--- config.mk ---
export PLATFORM = sky130hd
export DESIGN_NAME = uart_cmd_arb_flat
export DESIGN_NICKNAME = d
export VERILOG_FILES = /design/src/rtl/uart_cmd_arb_if.sv /design/src/rtl/uart_cmd_arb.sv /design/src/flat_wrapper.sv
export SDC_FILE = /design/constraint.sdc
export NUM_CORES = 1
export LEC_CHECK = 0
export BUFFER_PORTS_ARGS = -buffer_cell sky130_fd_sc_hd__clkbuf_2
export CAP_MARGIN = 20
export CORE_ASPECT_RATIO = 1.75
export CORE_UTILIZATION = 40
export CTS_BUF_LIST = sky130_fd_sc_hd__clkbuf_4 sky130_fd_sc_hd__clkbuf_8
export DETAILED_ROUTE_END_ITERATION = 12
export PLACE_DENSITY = 0.78
export RECOVER_POWER = 50
export SYNTH_ARGS = -nofsm -noshare
export SYNTH_HDL_FRONTEND = slang
export SYNTH_SLANG_ARGS = --single-unit
export TNS_END_PERCENT = 50
--- constraint.sdc ---
create_clock -name clk -period 1.45 [get_ports clk]
set_input_delay 0.145 -clock clk [delete_from_list [all_inputs] [get_ports clk]]
set_output_delay 0.145 -clock clk [all_outputs]
set_load 0.05 [all_outputs]
--- src/rtl/uart_cmd_arb_if.sv ---
// Signal bundle between uart_cmd_arb, its two requesters and the UART command engine.
// The arbiter attaches through the slave modport; the surrounding logic uses master.
interface uart_cmd_arb_if #(
    parameter int CMD_WIDTH  = 16,
    parameter int READ_WIDTH = 8
);
    logic [CMD_WIDTH-1:0]  req0_cmd;
    logic                  req0_vld;
    logic                  req0_rdy;
    logic                  req0_resp_vld;
    logic [READ_WIDTH-1:0] req0_resp_data;
    logic                  req0_resp_err;
    logic [CMD_WIDTH-1:0]  req1_cmd;
    logic                  req1_vld;
    logic                  req1_rdy;
    logic                  req1_resp_vld;
    logic [READ_WIDTH-1:0] req1_resp_data;
    logic                  req1_resp_err;
    logic [CMD_WIDTH-1:0]  cmd_in;
    logic                  cmd_vld;
    logic                  cmd_rdy;
    logic                  read_rdy;
    logic [READ_WIDTH-1:0] read_data;
    logic                  busy;
    logic                  grant;

    modport slave (
        input  req0_cmd, req0_vld, req1_cmd, req1_vld, cmd_rdy, read_rdy, read_data,
        output req0_rdy, req0_resp_vld, req0_resp_data, req0_resp_err,
        output req1_rdy, req1_resp_vld, req1_resp_data, req1_resp_err,
        output cmd_in, cmd_vld, busy, grant
    );

    modport master (
        output req0_cmd, req0_vld, req1_cmd, req1_vld, cmd_rdy, read_rdy, read_data,
        input  req0_rdy, req0_resp_vld, req0_resp_data, req0_resp_err,
        input  req1_rdy, req1_resp_vld, req1_resp_data, req1_resp_err,
        input  cmd_in, cmd_vld, busy, grant
    );
endinterface

--- src/rtl/uart_cmd_arb.sv ---
// Round-robin arbiter feeding two requesters' commands into one UART command engine.
// Define UART_ARB_TIMEOUT_EN to answer unanswered reads with an error after TIMEOUT cycles.
module uart_cmd_arb #(
    parameter int          CMD_WIDTH  = 16,
    parameter int          READ_WIDTH = 8,
    parameter logic [15:0] TIMEOUT    = 16'hFFFF
) (
    input logic           clk,
    input logic           rst_n,
    uart_cmd_arb_if.slave bus
);
    typedef enum logic [1:0] {IDLE, ISSUE, WAIT_RD, RESP} state_t;

    state_t                state;
    logic [CMD_WIDTH-1:0]  cmd_buf;
    logic [READ_WIDTH-1:0] resp_data;
    logic                  resp_vld0;
    logic                  resp_vld1;
    logic                  cmd_vld;
    logic                  busy;
    logic                  grant;
    logic                  last_grant;
    logic                  any_vld;
    logic                  pick;

    assign any_vld = bus.req0_vld | bus.req1_vld;

    // On a tie the requester that was not granted last time wins.
    always_comb begin
        if (bus.req0_vld && bus.req1_vld) begin
            pick = ~last_grant;
        end else begin
            pick = bus.req1_vld;
        end
    end

    assign bus.req0_rdy       = (state == IDLE) && any_vld && !pick;
    assign bus.req1_rdy       = (state == IDLE) && any_vld && pick;
    assign bus.cmd_in         = cmd_buf;
    assign bus.cmd_vld        = cmd_vld;
    assign bus.busy           = busy;
    assign bus.grant          = grant;
    assign bus.req0_resp_vld  = resp_vld0;
    assign bus.req1_resp_vld  = resp_vld1;
    assign bus.req0_resp_data = resp_data;
    assign bus.req1_resp_data = resp_data;

`ifdef UART_ARB_TIMEOUT_EN
    logic [15:0] rd_timer;
    logic        resp_err;
    logic        expired;

    // rd_timer counts WAIT_RD cycles already spent; the transfer cycle plus the
    // current one make up the other two, so the response lands TIMEOUT cycles after transfer.
    assign expired           = ({1'b0, rd_timer} + 17'd2) >= {1'b0, TIMEOUT};
    assign bus.req0_resp_err = resp_err;
    assign bus.req1_resp_err = resp_err;
`else
    localparam logic [15:0] timeout_unused = TIMEOUT;

    assign bus.req0_resp_err = 1'b0;
    assign bus.req1_resp_err = 1'b0;
`endif

    always_ff @(posedge clk or negedge rst_n) begin
        if (!rst_n) begin
            state      <= IDLE;
            cmd_buf    <= '0;
            resp_data  <= '0;
            resp_vld0  <= 1'b0;
            resp_vld1  <= 1'b0;
            cmd_vld    <= 1'b0;
            busy       <= 1'b0;
            grant      <= 1'b0;
            last_grant <= 1'b1;
`ifdef UART_ARB_TIMEOUT_EN
            rd_timer   <= '0;
            resp_err   <= 1'b0;
`endif
        end else begin
            resp_vld0 <= 1'b0;
            resp_vld1 <= 1'b0;
            case (state)
                IDLE: begin
                    if (any_vld) begin
                        cmd_buf    <= pick ? bus.req1_cmd : bus.req0_cmd;
                        grant      <= pick;
                        last_grant <= pick;
                        cmd_vld    <= 1'b1;
                        busy       <= 1'b1;
                        state      <= ISSUE;
                    end
                end
                ISSUE: begin
                    if (bus.cmd_rdy) begin
                        cmd_vld <= 1'b0;
                        if (cmd_buf[CMD_WIDTH-1]) begin
                            state <= WAIT_RD;
`ifdef UART_ARB_TIMEOUT_EN
                            rd_timer <= '0;
`endif
                        end else begin
                            busy  <= 1'b0;
                            state <= IDLE;
                        end
                    end
                end
                WAIT_RD: begin
                    if (bus.read_rdy) begin
                        resp_data <= bus.read_data;
                        resp_vld0 <= ~grant;
                        resp_vld1 <= grant;
                        state     <= RESP;
`ifdef UART_ARB_TIMEOUT_EN
                        resp_err  <= 1'b0;
                    end else if (expired) begin
                        resp_data <= '0;
                        resp_err  <= 1'b1;
                        resp_vld0 <= ~grant;
                        resp_vld1 <= grant;
                        state     <= RESP;
                    end else begin
                        rd_timer <= rd_timer + 16'd1;
`endif
                    end
                end
                RESP: begin
                    busy  <= 1'b0;
                    state <= IDLE;
                end
                default: state <= IDLE;
            endcase
        end
    end
endmodule

--- src/flat_wrapper.sv ---
// flat-port wrapper written by rule: the top's interface ports become plain ports
module uart_cmd_arb_flat 
#(
    parameter int          CMD_WIDTH  = 16,
    parameter int          READ_WIDTH = 8,
    parameter logic [15:0] TIMEOUT    = 16'hFFFF
)
  (clk, rst_n, bus_req0_cmd, bus_req0_vld, bus_req1_cmd, bus_req1_vld, bus_cmd_rdy, bus_read_rdy, bus_read_data, bus_req0_rdy, bus_req0_resp_vld, bus_req0_resp_data, bus_req0_resp_err, bus_req1_rdy, bus_req1_resp_vld, bus_req1_resp_data, bus_req1_resp_err, bus_cmd_in, bus_cmd_vld, bus_busy, bus_grant);
  uart_cmd_arb_if #(.CMD_WIDTH(CMD_WIDTH), .READ_WIDTH(READ_WIDTH)) bus_i ();
  input logic clk;
  input logic rst_n;
  input wire logic [$bits(bus_i.req0_cmd)-1:0] bus_req0_cmd;
  input wire logic [$bits(bus_i.req0_vld)-1:0] bus_req0_vld;
  input wire logic [$bits(bus_i.req1_cmd)-1:0] bus_req1_cmd;
  input wire logic [$bits(bus_i.req1_vld)-1:0] bus_req1_vld;
  input wire logic [$bits(bus_i.cmd_rdy)-1:0] bus_cmd_rdy;
  input wire logic [$bits(bus_i.read_rdy)-1:0] bus_read_rdy;
  input wire logic [$bits(bus_i.read_data)-1:0] bus_read_data;
  output wire logic [$bits(bus_i.req0_rdy)-1:0] bus_req0_rdy;
  output wire logic [$bits(bus_i.req0_resp_vld)-1:0] bus_req0_resp_vld;
  output wire logic [$bits(bus_i.req0_resp_data)-1:0] bus_req0_resp_data;
  output wire logic [$bits(bus_i.req0_resp_err)-1:0] bus_req0_resp_err;
  output wire logic [$bits(bus_i.req1_rdy)-1:0] bus_req1_rdy;
  output wire logic [$bits(bus_i.req1_resp_vld)-1:0] bus_req1_resp_vld;
  output wire logic [$bits(bus_i.req1_resp_data)-1:0] bus_req1_resp_data;
  output wire logic [$bits(bus_i.req1_resp_err)-1:0] bus_req1_resp_err;
  output wire logic [$bits(bus_i.cmd_in)-1:0] bus_cmd_in;
  output wire logic [$bits(bus_i.cmd_vld)-1:0] bus_cmd_vld;
  output wire logic [$bits(bus_i.busy)-1:0] bus_busy;
  output wire logic [$bits(bus_i.grant)-1:0] bus_grant;
  assign bus_i.req0_cmd = bus_req0_cmd;
  assign bus_i.req0_vld = bus_req0_vld;
  assign bus_i.req1_cmd = bus_req1_cmd;
  assign bus_i.req1_vld = bus_req1_vld;
  assign bus_i.cmd_rdy = bus_cmd_rdy;
  assign bus_i.read_rdy = bus_read_rdy;
  assign bus_i.read_data = bus_read_data;
  assign bus_req0_rdy = bus_i.req0_rdy;
  assign bus_req0_resp_vld = bus_i.req0_resp_vld;
  assign bus_req0_resp_data = bus_i.req0_resp_data;
  assign bus_req0_resp_err = bus_i.req0_resp_err;
  assign bus_req1_rdy = bus_i.req1_rdy;
  assign bus_req1_resp_vld = bus_i.req1_resp_vld;
  assign bus_req1_resp_data = bus_i.req1_resp_data;
  assign bus_req1_resp_err = bus_i.req1_resp_err;
  assign bus_cmd_in = bus_i.cmd_in;
  assign bus_cmd_vld = bus_i.cmd_vld;
  assign bus_busy = bus_i.busy;
  assign bus_grant = bus_i.grant;
  uart_cmd_arb #(.CMD_WIDTH(CMD_WIDTH), .READ_WIDTH(READ_WIDTH), .TIMEOUT(TIMEOUT)) u_core (.clk(clk), .rst_n(rst_n), .bus(bus_i));
endmodule
==> impl_metrics.tcl, run 1 <==
set metrics [dict create \
    grt_start_max_net_pins 33 \
    fin_crit_sh_pct 100 \
    gp_congestion 0.802 \
    hold_ws_ns 0.0859 \
    slew_headroom_pct 49.3 \
    cap_violations 0 \
    syn_area_per_cell_um2 12.3 \
    wire_per_inst_um 13.5 \
    failed_checks "negative setup slack" \
    slew_viol_final 0 \
    die_h_um 81.8 \
    timing.rr.end "u_core.bus.cmd_in[2]$_DFFE_PN0N_" \
    cts_buffer_depth 2 \
    synth_cells 118 \
    min-delay-start "bus_req0_cmd[10]" \
    rows 28 \
    nets 248 \
    whs_path_depth 2 \
    dominantRegCellSynth "dfrtp_1" \
    critical_path.startpoint_type "flip-flop" \
    status "complete, but fails checks" \
    final_common_cell "clkbuf_2" \
    rsz0062_at_grt "true" \
    cts.sinks 32 \
    finalCriticalPeriod_ns 1.46 \
    die_x_um 47.6 \
    critPathKind "reg -> out" \
    antenna_cells 0 \
    hpwlAfterDp_um 2470 \
    finalSetupViolCount 1 \
    overflow 0 \
    dr.pass1.iters 4 \
    worstPathRequired_ns 1.31 \
    crit_arrival_ns 1.31 \
    wl_um 3350 \
    cts_root_buf "clkbuf_8" \
    r2r_setup_slack_ns 0.05 \
    initial_core_util_pct 42.4 \
    netlist_area_um2 1460 \
    syn_to_final_growth_pct 37.5 \
    fin_util_pct 58.3 \
    cts_tree "yes" \
    max_slew.worst_pin.slew_ns 0.760 \
    seq_area_frac_synth_pct 55.1 \
    clk_pin_slew_ns 0.06 \
    finalHoldViolCount 0 \
    hp-class "in -> reg" \
    timing.rr.start "u_core.last_grant$_DFFE_PN1N_" \
    cp_max_fo 4 \
    antenna_found_initial 0 \
    cts_made_buffers 5 \
    yosysWarnings 0 \
    ff2ff_path_depth 4 \
    route.vias.total 1287 \
    ant_nets 0 \
    ys_ff_latch 32 \
    die-area_um2 3890 \
    async_flop_share_pct 100 \
    synth_edf_count 0 \
    track_usage_pct 18.6 \
    drcViolationCount 0 \
    grt_pass1_vias 1220 \
    core-area_um2 3430 \
    port_buffers 84 \
    worst_hold_path.endpoint "u_core.bus.cmd_in[10]$_DFFE_PN0N_" \
    clk_latency_ns 0.29 \
    layout-drive-gt1-share_pct 49.3 \
    critPathCaptureType "output port" \
    grt_pass1_wl_um 5050 \
    htreeDepth 2 \
    drt-initial-drc-count 33 \
    fmax_mhz 687 \
    setup_ws_ns -0.00536 \
    fin_skew_ns 0.00276 \
    ios 87 \
    routed_via_density 5.19 \
    layout_common_cells "clkbuf_2 (69), dfrtp_1 (31), a21boi_0 (16), a221o_1 (16), clkbuf_1 (15)" \
    synth_cell_types 25 \
]
cells by family after synthesis:
family          share of synthesized area [%]
mux                                      6.19
flops                                    55.1
other cells                             0.258
buf+inv                                  9.72
compound gates                           23.2
simple gates                             5.50
how the worst max path moves through the flow:
stage          slack, ns                                to  cells past startpoint                          start
2_1_floorplan      0.002  u_core.bus.cmd_in[2]$_DFFE_PN0N_                      5  u_core.last_grant$_DFFE_PN1N_
3_3_place_gp        0.11                      bus_req1_rdy                      3                      flip-flop
3_5_place_dp        0.09                      bus_req1_rdy                      3                      flip-flop
4_1_cts            -0.01                      bus_req0_rdy                      3  u_core.last_grant$_DFFE_PN1N_
5_1_grt            -0.04                      bus_req0_rdy                      3  u_core.last_grant$_DFFE_PN1N_
6_report          -0.005                      bus_req0_rdy                      3  u_core.last_grant$_DFFE_PN1N_
stage by stage:
| stage | worst slack, ns | instance area [um^2] | setup TNS [ns] | std cells |
|---|---|---|---|---|
| after global routing | -0.0450 | 2000 | -0.0450 | 248 |
| after floorplan | 0.00168 | 1460 | 0 | 119 |
| after global placement | 0.106 | 1880 | 0 | 238 |
| final | -0.00536 | 2000 | -0.00536 | 248 |
| after CTS | -0.0114 | 2020 | -0.0114 | 248 |
| after detailed placement | 0.0903 | 1880 | 0 | 238 |
critical path, cell delays in order (launching register included):
cell       delay [ns]
dfstp_2          0.54
nand2b_4         0.11
and3_4           0.21
clkbuf_16        0.17
sequential cells by signal, indices dropped and copies added (netlist names), named ones only:
name / cells
u_core.bus.cmd_in: 16
u_core.bus.req0_resp_data: 8
u_core.bus.busy: 1
u_core.bus.cmd_vld: 1
u_core.bus.grant: 1
u_core.bus.req0_resp_vld: 1
u_core.bus.req1_resp_vld: 1
u_core.last_grant: 1
u_core.state: 1
synthesized netlist by cell type, types with 2 or more instances:
cell / number / share of area (%)
a221o_1: 16 / 11
buf_4: 10 / 5.2
nand2_1: 4 / 1.0
buf_2: 2 / 0.69
inv_1: 3 / 0.77
a21oi_1: 2 / 0.69
a21boi_0: 16 / 8.3
buf_6: 3 / 2.3
nand2b_1: 3 / 1.3
nor2_1: 3 / 0.77
mux2_2: 8 / 6.2
dfrtp_1: 31 / 53
clkbuf_1: 3 / 0.77
a21o_1: 2 / 1.0
o21ai_0: 2 / 0.69
final cells by class:
class | instances | area (um^2)
tap | 45 | 56.3
sequential | 32 | 802
inverter | 3 | 11.3
fill | 339 | 1430
clock buffer | 8 | 97.6
timing repair buffer | 94 | 500
multi-input combinational | 66 | 533
routing by layer:
metal	track usage, %	vias up	wire [um]
met5	0	-	0
met4	9.17	0	78
met3	5.93	8	246
met2	33.3	60	1850
met1	18.1	631	1170
li1	-	588	-
timing repair:
item | 4_1_cts | 5_1_grt
hold buffers | 1 | 0
pin swaps | 2 | 0
endpoints found under the hold margin | 31 | 0
setup endpoints to repair | 2 | 18
resized for setup | 6 | 4
buffers inserted | 1 | 0
Power of run 1 is left out: the tool's default activity adds up to more than one toggle a clock period on the data nets, which glitch-free logic cannot reach.
==> run 2: changes to the inputs <==
Settings changed: CORE_MARGIN from default to 10.
Clock period 1.45 ns to 1.2 ns, I/O delays scaled along.
==> run 2 against run 1 <==
Against the previous run:
- utilization increased by 2.7 points
- design area rose by 8.4%
- cell count is 3.6% higher
- the run still ends with negative setup slack left
- highest routed layer unchanged
==> impl_metrics.tcl, run 2 (same netlist as run 1, synthesis figures left out) <==
set metrics [dict create \
    comb_power_share_pct 62.8 \
    p_clk_share_pct 11.8 \
    ant_nets 0 \
    max_slew.worst_pin.slew_ns 0.787 \
    cts_tree "yes" \
    r2r_setup_slack_ns -0.17 \
    grt.busiest_layer "met2" \
    wire_per_inst_um 17.4 \
    track_usage_pct 13.1 \
    drt-initial-drc-count 57 \
    rows 29 \
    use_met1_pct 11.9 \
    grt_pass1_vias 1326 \
    cts_root_buf "clkbuf_8" \
    fin_setup_tns_ns -3.66 \
    layout-drive-gt1-share_pct 59.7 \
    overflow 0 \
    cts_buffer_depth 2 \
    finalCriticalPeriod_ns 1.40 \
    globalRouteMet2Util_pct 23.4 \
    clk_latency_ns 0.29 \
    grt_pass1_wl_um 6630 \
    worstPathRequired_ns 1.08 \
    antenna_found_initial 0 \
    setup_ws_ns -0.204 \
    slew_viol_final 0 \
    hp-class "in -> reg" \
    finalSetupViolCount 26 \
    initial_core_util_pct 40.9 \
    finalHoldViolCount 0 \
    ir_drop_v 0.00160 \
    layout_common_cells "clkbuf_2 (83), dfrtp_1 (31), a21boi_0 (16), a221o_1 (16), buf_4 (9)" \
    p_switching_w 0.00388 \
    power_leakage_nw 1.16 \
    fmax_mhz 712 \
    core-area_um2 3560 \
    worstPathCellList "nand2b_1 -> and3_4 -> buf_12" \
    die_x_um 65.6 \
    pwr-share-seq_pct 25.5 \
    dr.pass1.iters 4 \
    final_common_cell "clkbuf_2" \
    cellInternalPower_w 0.00369 \
    pwr_density_cell_nw_per_um2 3490 \
    ff2ff_path_depth 4 \
    cts.sinks 32 \
    crit_arrival_ns 1.28 \
    failed_checks "negative setup slack" \
    final_cells 257 \
    wl_um 4460 \
    die_h_um 99.8 \
    antenna_cells 0 \
    fin_skew_ns 0.00682 \
    status "complete, but fails checks" \
    cts_made_buffers 5 \
    fin_crit_sh_pct 117 \
    critical_path.startpoint_type "flip-flop" \
    ios 87 \
    drcViolationCount 0 \
    route.vias.total 1270 \
    slew_headroom_pct 47.5 \
    port_buffers 84 \
    worst_hold_path.endpoint "u_core.bus.cmd_in[11]$_DFFE_PN0N_" \
    critPathSlowestCell "dfstp_2" \
    hpwlAfterDp_um 3280 \
    cap_violations 0 \
    timing.rr.start "u_core.last_grant$_DFFE_PN1N_" \
    critPathCaptureType "output port" \
    grt_use_met3_pct 5.91 \
    routed_via_density 4.94 \
    grt_start_max_net_pins 33 \
    largest_reg_flops 16 \
    crit_path_max_incr_delay_ns 0.54 \
    whs_path_depth 2 \
    syn_to_final_growth_pct 49.0 \
    fin_util_pct 61.0 \
    htreeDepth 2 \
    placedCellCount 239 \
    timing.rr.end "u_core.bus.cmd_in[9]$_DFFE_PN0N_" \
    nets 256 \
    cp_max_fo 3 \
    rsz0062_at_grt "true" \
    nFillCells 320 \
    gp_congestion 0.783 \
    clk_pin_slew_ns 0.07 \
    critPathKind "reg -> out" \
    min-delay-start "bus_req0_cmd[11]" \
    swShare_pct 51.3 \
    die-area_um2 6550 \
]
[run 2: changes by cell type in the layout (fill, tap and decap cells not counted)]
cell,change
inv_1,-1
clkbuf_1,-15
a21oi_2,+1
mux2_2,-8
nand3_1,-1
mux2_4,+8
inv_2,+1
buf_12,+3
clkbuf_2,+14
nand3_4,+1
buf_4,+2
buf_6,+5
clkbuf_16,-1
a21oi_1,-1
[run 2: critical path: cells and delay by family (launching register included)]
family	cells	cell delay (ns)
buf+inv	1	0.14
simple gates	2	0.32
flops	1	0.54
[run 2: final cells by class]
class                      count  area [um^2]  area share [%]
multi-input combinational     66          579            26.7
inverter                       3         11.3           0.519
tap                           46         57.6            2.65
clock buffer                   8         97.6            4.50
sequential                    32          802            37.0
timing repair buffer         102          621            28.6
[run 2: worst max-delay path by stage]
| stage | from | to | cells after the start |
|---|---|---|---|
| final | u_core.last_grant$_DFFE_PN1N_ | bus_req0_rdy | 3 |
| after floorplan | u_core.last_grant$_DFFE_PN1N_ | u_core.bus.cmd_in[3]$_DFFE_PN0N_ | 5 |
| after global routing | u_core.last_grant$_DFFE_PN1N_ | bus_req0_rdy | 3 |
| after CTS | u_core.last_grant$_DFFE_PN1N_ | bus_req0_rdy | 3 |
| after detailed placement | u_core.last_grant$_DFFE_PN1N_ | u_core.bus.cmd_in[9]$_DFFE_PN0N_ | 3 |
| after global placement | u_core.last_grant$_DFFE_PN1N_ | u_core.bus.cmd_in[0]$_DFFE_PN0N_ | 3 |
[run 2: routing by layer]
metal | wire length, um | vias to the layer above
met5 | 0 | -
met4 | 88 | 0
met3 | 414 | 7
met2 | 2410 | 60
met1 | 1550 | 598
li1 | - | 605
[run 2: power groups by stage]
stage          combinational (W)  sequential, W  clock [W]
5_1_grt                  0.00501        0.00199   0.000965
3_5_place_dp             0.00433        0.00194          0
6_report                 0.00475        0.00193   0.000890
2_1_floorplan            0.00191        0.00347          0
3_3_place_gp             0.00428        0.00192          0
4_1_cts                  0.00450        0.00192   0.000910
[run 2: what timing repair did]
action | in CTS | in global routing
cloned | 0 | 1
setup endpoints to repair | 26 | 27
pin swaps | 2 | 3
hold endpoints to repair | 31 | 0
hold buffers | 1 | 0
gates resized for setup | 6 | 17
buffers inserted | 5 | 3
[run 2: through the flow]
step                hold WS [ns]  setup slack (ns)  area [um^2]  total power [W]
detailed placement         0.172           -0.0812         1910          0.00627
CTS                       0.0553            -0.204         2080          0.00733
floorplan                 -0.176            -0.189         1490          0.00538
global route              0.0588            -0.234         2170          0.00796
global placement           0.158           -0.0526         1910          0.00620
finish                    0.0572            -0.204         2170          0.00757
Power figures use the tool's default switching activity.
